==> src/rtl/mem_design_pkg.sv <==
// Shared types and default sizes for the memory-designs family.
package mem_design_pkg;

  localparam int unsigned param_SIZE       = 4;
  localparam int unsigned param_WIDTH_DATA = 8;
  localparam int unsigned param_WIDTH_ADDR = 8;

  typedef enum logic [1:0] {
    IDLE  = 2'b00,
    MATCH = 2'b01,
    EXEC  = 2'b10
  } cam_state_t;

  typedef enum logic [1:0] {
    CAM_READ   = 2'b00,
    CAM_WRITE  = 2'b01,
    CAM_DELETE = 2'b10,
    CAM_FLUSH  = 2'b11
  } cam_op_t;

endpackage

==> src/rtl/cam_match_enc.sv <==
// Parallel key comparators with lowest-index priority encoders for the hit and free slots.
module cam_match_enc #(
  parameter int unsigned DEPTH      = 4,
  parameter int unsigned WIDTH_ADDR = 8,
  parameter int unsigned IDX_W      = 2
) (
  input  logic [DEPTH-1:0]            valid_i,
  input  logic [DEPTH*WIDTH_ADDR-1:0] keys_i,
  input  logic [WIDTH_ADDR-1:0]       addr_i,
  output logic                        hit_any_o,
  output logic [IDX_W-1:0]            hit_idx_o,
  output logic                        free_any_o,
  output logic [IDX_W-1:0]            free_idx_o
);

  logic [DEPTH-1:0] hit_vec;

  always_comb begin
    hit_vec = '0;
    for (int unsigned i = 0; i < DEPTH; i++) begin
      hit_vec[i] = valid_i[i] && (keys_i[i*WIDTH_ADDR +: WIDTH_ADDR] == addr_i);
    end
  end

  // Scan downwards so the lowest matching index is the last one assigned.
  always_comb begin
    hit_idx_o  = '0;
    free_idx_o = '0;
    for (int i = int'(DEPTH) - 1; i >= 0; i--) begin
      if (hit_vec[i]) hit_idx_o = IDX_W'(i);
      if (!valid_i[i]) free_idx_o = IDX_W'(i);
    end
  end

  assign hit_any_o  = |hit_vec;
  assign free_any_o = ~&valid_i;

endmodule

==> src/rtl/memory_cam_assoc.sv <==
// Associative key/value memory: IDLE -> MATCH -> EXEC per request, single-cycle parallel lookup.
module memory_cam_assoc
  import mem_design_pkg::*;
#(
  parameter int unsigned DEPTH       = param_SIZE,
  parameter int unsigned WIDTH_DATA  = param_WIDTH_DATA,
  parameter int unsigned WIDTH_ADDR  = param_WIDTH_ADDR,
  parameter int unsigned ZERO_DELETE = 1,
  parameter int unsigned REPLACE_EN  = 0,
  localparam int unsigned IDX_W      = $clog2(DEPTH),
  localparam int unsigned CNT_W      = $clog2(DEPTH + 1)
) (
  input  logic                  clk_i,
  input  logic                  rst_ni,
  input  logic                  req_i,
  input  logic [1:0]            op_i,
  input  logic [WIDTH_ADDR-1:0] addr_i,
  input  logic [WIDTH_DATA-1:0] din_i,
  output logic [WIDTH_DATA-1:0] dout_o,
  output logic                  read_valid_o,
  output logic                  hit_o,
  output logic                  done_o,
  output logic                  busy_o,
  output logic                  full_o,
  output logic                  almost_full_o,
  output logic [CNT_W-1:0]      fill_count_o,
  output logic                  write_error_o,
  output logic                  evict_valid_o,
  output logic [WIDTH_ADDR-1:0] evict_addr_o
);

  cam_state_t state_q, state_d;
  cam_op_t op_q;
  logic [WIDTH_ADDR-1:0] addr_q;
  logic [WIDTH_DATA-1:0] din_q;

  logic [WIDTH_ADDR-1:0] key_q  [DEPTH];
  logic [WIDTH_DATA-1:0] data_q [DEPTH];
  logic [DEPTH-1:0] valid_q, valid_d;
  logic [DEPTH*WIDTH_ADDR-1:0] keys_flat;

  logic hit_any, free_any;
  logic [IDX_W-1:0] hit_idx, free_idx;
  logic m_hit_q, m_free_q;
  logic [IDX_W-1:0] m_hit_idx_q, m_free_idx_q;

  logic [CNT_W-1:0] fill_q, fill_d;
  logic [IDX_W-1:0] victim_q, victim_d;
  logic [WIDTH_DATA-1:0] dout_q, dout_d;
  logic [WIDTH_ADDR-1:0] evict_addr_q, evict_addr_d;
  logic read_valid_q, read_valid_d, hit_q, hit_d, done_q, done_d;
  logic werr_q, werr_d, evict_valid_q, evict_valid_d;

  logic wr_en, wr_key;
  logic [IDX_W-1:0] wr_idx;
  logic is_del, is_full;

  always_comb begin
    for (int unsigned i = 0; i < DEPTH; i++) keys_flat[i*WIDTH_ADDR +: WIDTH_ADDR] = key_q[i];
  end

  cam_match_enc #(
    .DEPTH     (DEPTH),
    .WIDTH_ADDR(WIDTH_ADDR),
    .IDX_W     (IDX_W)
  ) u_match (
    .valid_i   (valid_q),
    .keys_i    (keys_flat),
    .addr_i    (addr_q),
    .hit_any_o (hit_any),
    .hit_idx_o (hit_idx),
    .free_any_o(free_any),
    .free_idx_o(free_idx)
  );

  assign is_full = (fill_q == CNT_W'(DEPTH));
  // A zero-valued write is a delete and must never allocate a slot.
  assign is_del  = (op_q == CAM_DELETE) ||
                   ((op_q == CAM_WRITE) && (ZERO_DELETE != 0) && (din_q == '0));

  always_comb begin
    state_d       = state_q;
    valid_d       = valid_q;
    fill_d        = fill_q;
    victim_d      = victim_q;
    dout_d        = dout_q;
    evict_addr_d  = evict_addr_q;
    read_valid_d  = 1'b0;
    hit_d         = 1'b0;
    done_d        = 1'b0;
    werr_d        = 1'b0;
    evict_valid_d = 1'b0;
    wr_en         = 1'b0;
    wr_key        = 1'b0;
    wr_idx        = '0;
    unique case (state_q)
      IDLE:  if (req_i) state_d = MATCH;
      MATCH: state_d = EXEC;
      EXEC: begin
        state_d = IDLE;
        done_d  = 1'b1;
        if (op_q == CAM_FLUSH) begin
          valid_d  = '0;
          fill_d   = '0;
          victim_d = '0;
        end else if (op_q == CAM_READ) begin
          read_valid_d = 1'b1;
          hit_d        = m_hit_q;
          dout_d       = m_hit_q ? data_q[m_hit_idx_q] : '0;
        end else if (is_del) begin
          hit_d = m_hit_q;
          if (m_hit_q) begin
            valid_d[m_hit_idx_q] = 1'b0;
            fill_d               = fill_q - CNT_W'(1);
          end
        end else begin
          hit_d = m_hit_q;
          if (m_hit_q) begin
            wr_en  = 1'b1;
            wr_idx = m_hit_idx_q;
          end else if (m_free_q && !is_full) begin
            wr_en                 = 1'b1;
            wr_key                = 1'b1;
            wr_idx                = m_free_idx_q;
            valid_d[m_free_idx_q] = 1'b1;
            fill_d                = fill_q + CNT_W'(1);
          end else if (REPLACE_EN != 0) begin
            wr_en         = 1'b1;
            wr_key        = 1'b1;
            wr_idx        = victim_q;
            evict_valid_d = 1'b1;
            evict_addr_d  = key_q[victim_q];
            victim_d      = (victim_q == IDX_W'(DEPTH - 1)) ? '0 : victim_q + IDX_W'(1);
          end else begin
            werr_d = 1'b1;
          end
        end
      end
      default: state_d = IDLE;
    endcase
  end

  // Key/data storage is deliberately unreset; valid_q alone qualifies its contents.
  always_ff @(posedge clk_i) begin
    if (wr_en) begin
      data_q[wr_idx] <= din_q;
      if (wr_key) key_q[wr_idx] <= addr_q;
    end
  end

  always_ff @(posedge clk_i or negedge rst_ni) begin
    if (!rst_ni) begin
      state_q       <= IDLE;
      op_q          <= CAM_READ;
      addr_q        <= '0;
      din_q         <= '0;
      m_hit_q       <= 1'b0;
      m_free_q      <= 1'b0;
      m_hit_idx_q   <= '0;
      m_free_idx_q  <= '0;
      valid_q       <= '0;
      fill_q        <= '0;
      victim_q      <= '0;
      dout_q        <= '0;
      evict_addr_q  <= '0;
      read_valid_q  <= 1'b0;
      hit_q         <= 1'b0;
      done_q        <= 1'b0;
      werr_q        <= 1'b0;
      evict_valid_q <= 1'b0;
    end else begin
      state_q <= state_d;
      if (state_q == IDLE && req_i) begin
        op_q   <= cam_op_t'(op_i);
        addr_q <= addr_i;
        din_q  <= din_i;
      end
      if (state_q == MATCH) begin
        m_hit_q      <= hit_any;
        m_hit_idx_q  <= hit_idx;
        m_free_q     <= free_any;
        m_free_idx_q <= free_idx;
      end
      valid_q       <= valid_d;
      fill_q        <= fill_d;
      victim_q      <= victim_d;
      dout_q        <= dout_d;
      evict_addr_q  <= evict_addr_d;
      read_valid_q  <= read_valid_d;
      hit_q         <= hit_d;
      done_q        <= done_d;
      werr_q        <= werr_d;
      evict_valid_q <= evict_valid_d;
    end
  end

  assign dout_o        = dout_q;
  assign read_valid_o  = read_valid_q;
  assign hit_o         = hit_q;
  assign done_o        = done_q;
  assign busy_o        = (state_q != IDLE);
  assign full_o        = is_full;
  assign almost_full_o = (fill_q == CNT_W'(DEPTH - 1));
  assign fill_count_o  = fill_q;
  assign write_error_o = werr_q;
  assign evict_valid_o = evict_valid_q;
  assign evict_addr_o  = evict_addr_q;

endmodule

==> config.mk <==
export PLATFORM = sky130hd
export DESIGN_NAME = memory_cam_assoc
export DESIGN_NICKNAME = d
export VERILOG_FILES = /design/src/rtl/mem_design_pkg.sv /design/src/rtl/cam_match_enc.sv /design/src/rtl/memory_cam_assoc.sv
export SDC_FILE = /design/constraint.sdc
export NUM_CORES = 1
export LEC_CHECK = 0
export BUFFER_PORTS_ARGS = -buffer_cell sky130_fd_sc_hd__buf_2
export CAP_MARGIN = 15
export CORE_MARGIN = 10
export CORE_UTILIZATION = 57
export CTS_CLUSTER_SIZE = 20
export DETAILED_ROUTE_END_ITERATION = 8
export HOLD_SLACK_MARGIN = 0.1
export PLACE_DENSITY = 0.78
export SYNTH_ARGS = -nofsm -noshare
export SYNTH_HDL_FRONTEND = slang
export SYNTH_SLANG_ARGS = --single-unit
export TNS_END_PERCENT = 30
==> constraint.sdc <==
create_clock -name clk_i -period 2.8 [get_ports clk_i]
set_input_delay 0.56 -clock clk_i [delete_from_list [all_inputs] [get_ports clk_i]]
set_output_delay 0.56 -clock clk_i [all_outputs]
set_load 0.01 [all_outputs]
# Word level (Yosys, flattened, before mapping)
# Memories as Yosys holds them, arrays and structs flattened.
# Cells that the tools add are included.
[word_totals]
reg_bits = 45
ramBits = 64
wordCells = 124
mem_count = 2
[classes]
addsub = 2
magnitude_cmp = 4
n_eq_ne = 15
n_mux = 61
bitwise_logic = 4
n_reduce_logical = 21
[memory_table]
columns = ["memory", "depth", "width", "read_ports", "rd_ports_with_merged_regs", "write_ports", "line", "rtl"]
rows = [
  ["data_q", 4, 8, 1, 0, 1, "memory_cam_assoc.sv:38", "logic [WIDTH_DATA-1:0] data_q [DEPTH];"],
  ["key_q", 4, 8, 4, 0, 1, "memory_cam_assoc.sv:37", "logic [WIDTH_ADDR-1:0] key_q [DEPTH];"],
]
[ops]
columns = ["operator", "n"]
rows = [
  ["8-bit equality test", 4],
  ["1-bit two-way mux", 30],
  ["2-bit two-way mux", 15],
  ["4-bit two-way mux", 6],
  ["3-bit two-way mux", 6],
  ["1-bit logical AND", 9],
  ["8-bit logical NOT", 1],
  ["8-bit two-way mux", 1],
  ["2-bit equality test (second input constant)", 3],
  ["2-bit by 3-bit < comparator with 1-bit output (second input constant)", 2],
  ["5-bit AND reduction", 1],
  ["4-bit AND", 1],
  ["1-bit demux with 2-bit select", 2],
  ["2-bit by 1-bit equality test with 1-bit output (second input constant)", 2],
  ["2-bit by 1-bit greater-or-equal comparator with 1-bit output (second input constant)", 2],
  ["2-bit logical NOT", 2],
  ["2-bit != test (second input constant)", 2],
  ["4-bit NOT", 1],
  ["4-bit OR", 1],
  ["2-bit case mux with 2 select lines", 1],
  ["4-bit AND reduction", 1],
  ["4-bit OR reduction", 1],
  ["3-bit by 1-bit adder with 3-bit output (second input constant)", 1],
  ["3-bit by 2-bit equality test with 1-bit output (second input constant)", 1],
  ["other kinds (10)", 11],
]

# Longest topological paths before layout
# Gate-level depths: netlist of run 1.
[depth]
ltp_word = 12
mapped_depth = 7

# Hierarchy
# From an unflattened synthesis of run 1, not the netlist that was laid out.
[unflattened]
cells_unflattened = 326
hier_area_um2 = 4774.6
[modules_own_cells]
columns = ["module", "instances", "cells_per_inst", "area_each_um2"]
rows = [
  ["memory_cam_assoc", 1, 258, 4240.3],
  ["cam_match_enc", 1, 68, 534.3],
]

# Worst setup path after synthesis of run 1
# Ideal clock, no wire load.
[synth_path]
path_kind = "reg2reg"
from = "reg fill_q[2], in the netlist fill_count_o[2]"
to = "mem data_q[0][0] in the netlist's numbering (enable)"
setup_time_ns = 0.375
arrival_ns = 1.882
required_ns = 2.425
slack_ns = 0.543
path_stages_with_launch = 6
n_path_buf = 0
period_less_slack_ns = 2.257
cell_sequence = "dfrtp_1 -> nor3b_1 -> nor3b_2 -> a22oi_1 -> nand2_1 -> a21oi_1"
[synth_between]
elab_chain_len = 11
word_cells_on_any_way = 17
cone_classes = "1 x eq/ne; 14 x mux; 2 x reduce/logical"
[synth_lines]
columns = ["element", "line", "rtl"]
rows = [
  ["from (decl)", "memory_cam_assoc.sv:47", "logic [CNT_W-1:0] fill_q, fill_d;"],
  ["from (signal assigned)", "memory_cam_assoc.sv:185", "fill_q <= fill_d;"],
  ["3-bit equality test *", "memory_cam_assoc.sv:76", "assign is_full = (fill_q == CNT_W'(DEPTH));"],
  ["named net full_o", "memory_cam_assoc.sv:24", "output logic full_o,"],
  ["1-bit logical NOT *", "memory_cam_assoc.sv:121", "end else if (m_free_q && !is_full) begin"],
  ["1-bit logical AND *", "memory_cam_assoc.sv:121", ""],
  ["1-bit two-way mux", "memory_cam_assoc.sv:121", ""],
  ["1-bit two-way mux", "memory_cam_assoc.sv:118", "if (m_hit_q) begin"],
  ["1-bit two-way mux", "memory_cam_assoc.sv:110", "end else if (is_del) begin"],
  ["1-bit two-way mux", "memory_cam_assoc.sv:106", "end else if (op_q == CAM_READ) begin"],
  ["1-bit two-way mux", "memory_cam_assoc.sv:102", "if (op_q == CAM_FLUSH) begin"],
  ["1-bit two-way mux", "memory_cam_assoc.sv:96", "unique case (state_q)"],
  ["1-bit two-way mux", "memory_cam_assoc.sv:145", "if (wr_en) begin"],
  ["1-bit two-way mux (implied by the code)", "memory_cam_assoc.sv:146", "data_q[wr_idx] <= din_q;"],
  ["to (decl)", "memory_cam_assoc.sv:38", ""],
]
# The timed path passes the listed nets; every way through them passes the cells marked *.

# Worst setup path after layout of run 1
[layout_path]
from = "reg state_q[0]"
to = "mem data_q[2][6] in the netlist's numbering (enable)"
[layout_between]
elab_chain_len = 4
word_cells_on_any_way = 5
cone_classes = "1 x eq/ne; 4 x mux"
[layout_lines]
columns = ["element", "line", "rtl"]
rows = [
  ["from (decl)", "memory_cam_assoc.sv:32", "cam_state_t state_q, state_d;"],
  ["from (signal assigned)", "memory_cam_assoc.sv:172", "state_q <= state_d;"],
  ["2-bit equality test *", "memory_cam_assoc.sv:96", ""],
  ["1-bit two-way mux", "memory_cam_assoc.sv:96", ""],
  ["1-bit two-way mux", "memory_cam_assoc.sv:145", ""],
  ["1-bit two-way mux (implied by the code)", "memory_cam_assoc.sv:146", ""],
]
# Mark *: on every way between the ends. The rest lies on a longest branch, timed or not.

==> impl_metrics.tcl, run 1 <==
set metrics [dict create \
    p_seq_share_pct 58.2 \
    period_share_pct 89.7 \
    synth_area_mm2 0.00467 \
    avgSynthCellArea_um2 13.8 \
    startpoint_type "flop" \
    postPlaceCellArea_mm2 0.00493 \
    hpwl_um 6020 \
    firstDrtPassIters 4 \
    core_area_mm2 0.00785 \
    clock_latency_ns 0.38 \
    postCtsHoldBufs 0 \
    vias 2661 \
    grt_max_degree 25 \
    cts-resized-gates 0 \
    ant_nets 0 \
    synth_cells 338 \
    cts_tree "built" \
    cts-root-buf "clkbuf_8" \
    n_antenna_cell 0 \
    path_max_fanout 8 \
    cap_violations 0 \
    tns_ns 0 \
    h-tree-depth 3 \
    seq_area_mm2 0.00305 \
    rsz0062_at_grt "no" \
    crit_type "flop to flop" \
    ys_ff_latch 109 \
    nFillCells 590 \
    worstPathRequired_ns 2.83 \
    viasPerCell 5.49 \
    ys_types 44 \
    outcome "complete, no violations" \
    worst_slack_ns 0.288 \
    ff2ff_path_depth 3 \
    antenna_found_initial 0 \
    worst_ir_drop_vdd_mv 0.510 \
    clockBufferDepth 2 \
    layout.nets 400 \
    fp.dieH_um 110 \
    synth_commonest_cells "64 x edfxtp_1, 45 x dfrtp_1, 28 x nand2_1" \
    clkSlewWorstSetupHoldPaths_ns 0.11 \
    grt_pass1_vias 2770 \
    cts_buffers 9 \
    grt_overflow 0 \
    post-cts-setup-buffers 0 \
    arrival_ns 2.54 \
    period_needed_ns 2.51 \
    max_freq_mhz 398 \
    slew_violations 0 \
    synth_edf_count 64 \
    area_growth_pct 10.0 \
    synth_area_leaders "edfxtp_1 41%, dfrtp_1 24%, mux2_2 4.3%" \
    final_util_pct 65.4 \
    p_total_w 0.00363 \
    yosysMostFrequentCell "edfxtp_1" \
    power.density_mw_per_mm2 707 \
    synth_top_area_share_pct 41.2 \
    hold_viol_final 0 \
    clkPwrFrac_pct 26.2 \
    worstMarginPinSlew_ns 1.01 \
    synth_ff_type "edfxtp_1" \
    fp-row-count 32 \
    final_cell_area_mm2 0.00513 \
    drtIter0Drc 187 \
    yosys.area.top_type "edfxtp_1" \
    slew-limit-headroom_pct 31.5 \
    drc_errors 0 \
    io_buffers 38 \
    drt-wirelength-per-cell_um 17.7 \
    initial_core_util_pct 59.5 \
    ys_seq_area_share_pct 65.3 \
    die_area_mm2 0.0122 \
    grtUsageTotal_pct 14.3 \
    drt-total-wl_um 8580 \
    cts_sinks 109 \
    r2r_slack_ns 0.29 \
    p_leak_nw 2.03 \
    fin_worst_skew_ns 0.0130 \
    multi_input_area_mm2 0.00143 \
    place_ws_ns 0.316 \
    rr_endpoint "data_q[2][6]$_DFFE_PP_" \
    globalplace.congestion 0.811 \
    p_int_w 0.00254 \
    ioPinCount 48 \
    layout-drive-gt1-share_pct 25.6 \
    combPwrFrac_pct 15.7 \
    r2r-start "state_q[0]$_DFFE_PN0P_" \
    grt_pass1_wl_um 14300 \
    setup_viol_count_final 0 \
    die_x_um 110 \
    ys_warn_count 0 \
    async_flop_share_pct 41.3 \
    switching_share_pct 30.1 \
    p_switching_w 0.00109 \
    worstSetupEndpointType "flop" \
    hp-class "input port to asynchronous set/reset pin" \
]
[worst max path at each step]
stage	start	end	slack [ns]	cells after the start
after floorplan	fill_count_o[2]$_DFFE_PN0P_	data_q[0][0]$_DFFE_PP_	0.54	5
after global placement	state_q[0]$_DFFE_PN0P_	data_q[2][2]$_DFFE_PP_	0.32	3
after global routing	din_q[5]$_DFFE_PN0P_	data_q[0][5]$_DFFE_PP_	0.13	6
final	state_q[0]$_DFFE_PN0P_	data_q[2][6]$_DFFE_PP_	0.29	3
after CTS	state_q[0]$_DFFE_PN0P_	data_q[2][2]$_DFFE_PP_	0.28	3
after detailed placement	state_q[0]$_DFFE_PN0P_	data_q[2][6]$_DFFE_PP_	0.32	3
[state kept, by name (all words and copies together) (netlist names), 3 cells and up]
signal and flops:
fill_count_o 3, dout_o 8, data_q 32, din_q 8, valid_q 4, addr_q 8, key_q 32
[cell type report]
class	count	area share [%]
well taps	102	2.49
inverters	17	1.24
repair buffers	48	5.17
clock buffers	9	2.41
flip-flops and latches	109	59.4
clock inverters	7	1.54
multi-input cells	193	27.8
[critical path, cell delays in order, from the launching register on]
cell and delay (ns):
dfrtp_1 0.40, or2b_2 0.34, nor4b_1 0.84, and3_1 0.58
[per-stage QoR]
step	std cells	hold slack, ns
floorplan	346	0.264
global placement	469	0.459
detailed placement	469	0.473
CTS	485	0.155
global route	485	0.173
finish	485	0.147
[placed cells by master (no fill, tap or decap), drive strengths merged, types with 3 or more instances in the layout]
cell type,instances
nor3,8
nand3,6
nor3b,7
nor2,13
dfrtp,45
inv,23
xor2,14
clkbuf,9
a21o,3
o31ai,4
xnor2,18
mux2,18
mux4,8
a22o,3
mux2i,3
nand2b,3
o21ai,19
conb,9
nand2,28
buf,48
edfxtp,64
nand4,4
[per-layer routing]
metal  track usage (%)  vias to the layer above  share of wire, %
li1                  -                     1260                 -
met1              19.6                     1284                46
met2              20.6                      101                45
met3              4.48                       16               7.5
met4              5.87                        0               1.9
met5                 0                        -                 0
[kinds of logic (layout without fill, tap and decap cells)]
| logic type | count (synthesis) | in the layout | share of synthesized area, % |
|---|---|---|---|
| compound gates | 37 | 37 | 4.96 |
| mux | 29 | 29 | 8.84 |
| other cells | 1 | 9 | 0.0803 |
| fa+ha+maj | 1 | 1 | 0.429 |
| flops | 109 | 109 | 65.3 |
| xor+xnor | 32 | 32 | 6.00 |
| buf+inv | 44 | 81 | 4.77 |
| simple gates | 85 | 85 | 9.62 |
[power groups by stage]
stage	clock (W)	sequential (W)	combinational (W)
6_report	0.000949	0.00211	0.000569
2_1_floorplan	0	0.00204	0.000502
4_1_cts	0.000973	0.00211	0.000576
3_3_place_gp	0	0.00213	0.000552
3_5_place_dp	0	0.00215	0.000570
5_1_grt	0.00104	0.00215	0.000640
(Power assumes the default switching activity.)
==> run 2: changes to the inputs <==
- GPL_TIMING_DRIVEN: not set -> 0
==> run 2 against run 1 <==
- die area did not move
- critical path depth rose by 2
- non-clock buffer count increased by 19
- final area grew 2.2%
- flip-flop and latch count unchanged
- maximum frequency shrank 1.7%
- clock power fell by 7.6%
- clock-buffer cell count grew 1
- hold slack improved by 0.28 ns
- utilization is 1.4 points higher
- register-to-register slack got worse by 0.04 ns
- sequential share of layout area fell by 1.3 points
==> impl_metrics.tcl, run 2 (same netlist as run 1, synthesis figures left out) <==
set metrics [dict create \
    path_max_fanout 9 \
    arrival_ns 2.54 \
    initial_core_util_pct 59.5 \
    worstSetupEndpointType "flop" \
    cts_tree "built" \
    outcome "complete, no violations" \
    min_to "addr_q[2]$_DFFE_PN0P_" \
    rsz0062_at_grt "no" \
    io_buffers 38 \
    grtUsageMet2_pct 20.6 \
    tns_ns 0 \
    hpwl_um 6020 \
    antenna_found_initial 0 \
    cap_violations 0 \
    clkSlewWorstSetupHoldPaths_ns 0.10 \
    die_x_um 110 \
    holdCritStartpoint "addr_i[2]" \
    postPlaceCellArea_mm2 0.00502 \
    critical_path.cell_chain "or4_4 -> nor2_1 -> nor4b_2 -> nand2_1 -> nor2_1" \
    worst_ir_drop_vdd_mv 0.375 \
    hold_viol_final 0 \
    period_share_pct 91.2 \
    ioPinCount 48 \
    cts_sinks 109 \
    cts-root-buf "clkbuf_8" \
    power.density_mw_per_mm2 689 \
    final_cell_area_mm2 0.00525 \
    grt_max_degree 46 \
    ff2ff_path_depth 5 \
    grtUsageTotal_pct 14.4 \
    period_needed_ns 2.55 \
    slew_violations 0 \
    critPathSlowestCell "nor2_1" \
    cp_top_family "simple AND/OR/NAND/NOR gates" \
    r2r_slack_ns 0.25 \
    area_growth_pct 12.4 \
    drc_errors 0 \
    globalplace.congestion 0.786 \
    p_leak_nw 2.07 \
    top_usage_layer "met2" \
    min_path_cells 2 \
    nFillCells 602 \
    cpMostUsedCell "nor2_1" \
    use_met1_pct 20.4 \
    place_ws_ns -0.108 \
    whs_ns 0.424 \
    vias 2747 \
    ant_nets 0 \
    grt_pass1_vias 2792 \
    layout.nets 419 \
    layout-drive-gt1-share_pct 26.9 \
    drtIter0Drc 163 \
    clock_latency_ns 0.36 \
    worstMarginPinSlew_ns 0.948 \
    slew-limit-headroom_pct 36.6 \
    critPathMaxStageDelay_ns 0.76 \
    startpoint_type "flop" \
    final_cell_mix "64 x edfxtp_1, 45 x dfrtp_1, 40 x buf_2" \
    drt-total-wl_um 8700 \
    grt_pass1_wl_um 14300 \
    path_buf_inv 0 \
    firstDrtPassIters 5 \
    n_antenna_cell 0 \
    die_area_mm2 0.0122 \
    clockBufferDepth 2 \
    met3_usage_pct 4.05 \
    fp-row-count 32 \
    worst_slack_ns 0.246 \
    core_area_mm2 0.00785 \
    grt_overflow 0 \
    drt-wirelength-per-cell_um 17.3 \
    rr_endpoint "key_q[2][1]$_DFFE_PP_" \
    final_util_pct 66.9 \
    max_freq_mhz 391 \
    worstPathRequired_ns 2.79 \
    post-cts-setup-buffers 0 \
    hp-class "input port to flop" \
    viasPerCell 5.45 \
    r2r-start "din_q[5]$_DFFE_PN0P_" \
    setup_viol_count_final 0 \
    cts_buffers 9 \
    top_regs "data_q x32, key_q x32" \
    fp.dieH_um 110 \
    mostFrequentLayoutCell "edfxtp_1" \
    crit_type "flop to flop" \
    fin_worst_skew_ns 0.0106 \
    h-tree-depth 3 \
]
## run 2: changes by cell type in the layout (fill, tap and decap cells not counted), sizes merged
cell         change
buf              +4
dlygate4sd3      +1
clkinv           +2
clkbuf          +15
clkinvlp         +2
inv              -5
## run 2: power by group
| part | switching, W | total (W) | leakage, nW | internal (W) |
|---|---|---|---|---|
| clock | 0.000524 | 0.000877 | 0.0889 | 0.000353 |
| sequential | 0.000140 | 0.00204 | 1.15 | 0.00190 |
| combinational | 0.000391 | 0.000701 | 0.830 | 0.000310 |
| total | 0.00105 | 0.00361 | 2.07 | 0.00256 |
## run 2: how the worst max path moves through the flow
stage | from | to | slack (ns) | depth (start not counted)
floorplan | fill_count_o[2]$_DFFE_PN0P_ | data_q[0][0]$_DFFE_PP_ | 0.54 | 5
global placement | din_q[5]$_DFFE_PN0P_ | key_q[2][0]$_DFFE_PP_ | -0.04 | 5
detailed placement | din_q[5]$_DFFE_PN0P_ | key_q[0][5]$_DFFE_PP_ | -0.11 | 5
CTS | din_q[5]$_DFFE_PN0P_ | key_q[1][2]$_DFFE_PP_ | -0.07 | 5
global route | fill_count_o[2]$_DFFE_PN0P_ | data_q[1][7]$_DFFE_PP_ | 0.03 | 5
finish | din_q[5]$_DFFE_PN0P_ | key_q[2][1]$_DFFE_PP_ | 0.25 | 5
## run 2: repair_timing
| item | in CTS | in global routing |
|---|---|---|
| endpoints found under the setup margin | 24 | 59 |
| hold endpoints to repair | 0 | 8 |
| resized for setup | 2 | 3 |
| hold buffers | 0 | 1 |
## run 2: layout make-up
class	instances	area, um^2	area share, %
Sequential cell	109	3050	58.1
Multi-Input combinational cell	193	1450	27.5
Timing Repair Buffer	40	220	4.20
Buffer	27	159	3.03
Clock buffer	10	138	2.62
Tap cell	102	128	2.43
Inverter	17	63.8	1.22
Clock inverter	6	46.3	0.882
## run 2: through the flow
step / cells / total power, W
floorplan: 346 / 0.00254
global placement: 486 / 0.00272
detailed placement: 486 / 0.00276
CTS: 502 / 0.00363
global route: 504 / 0.00380
finish: 504 / 0.00361
## run 2: per-layer routing
metal | routed length, um | vias up
li1 | - | 1304
met1 | 4110 | 1321
met2 | 3860 | 109
met3 | 604 | 13
met4 | 122 | 0
met5 | 0 | -
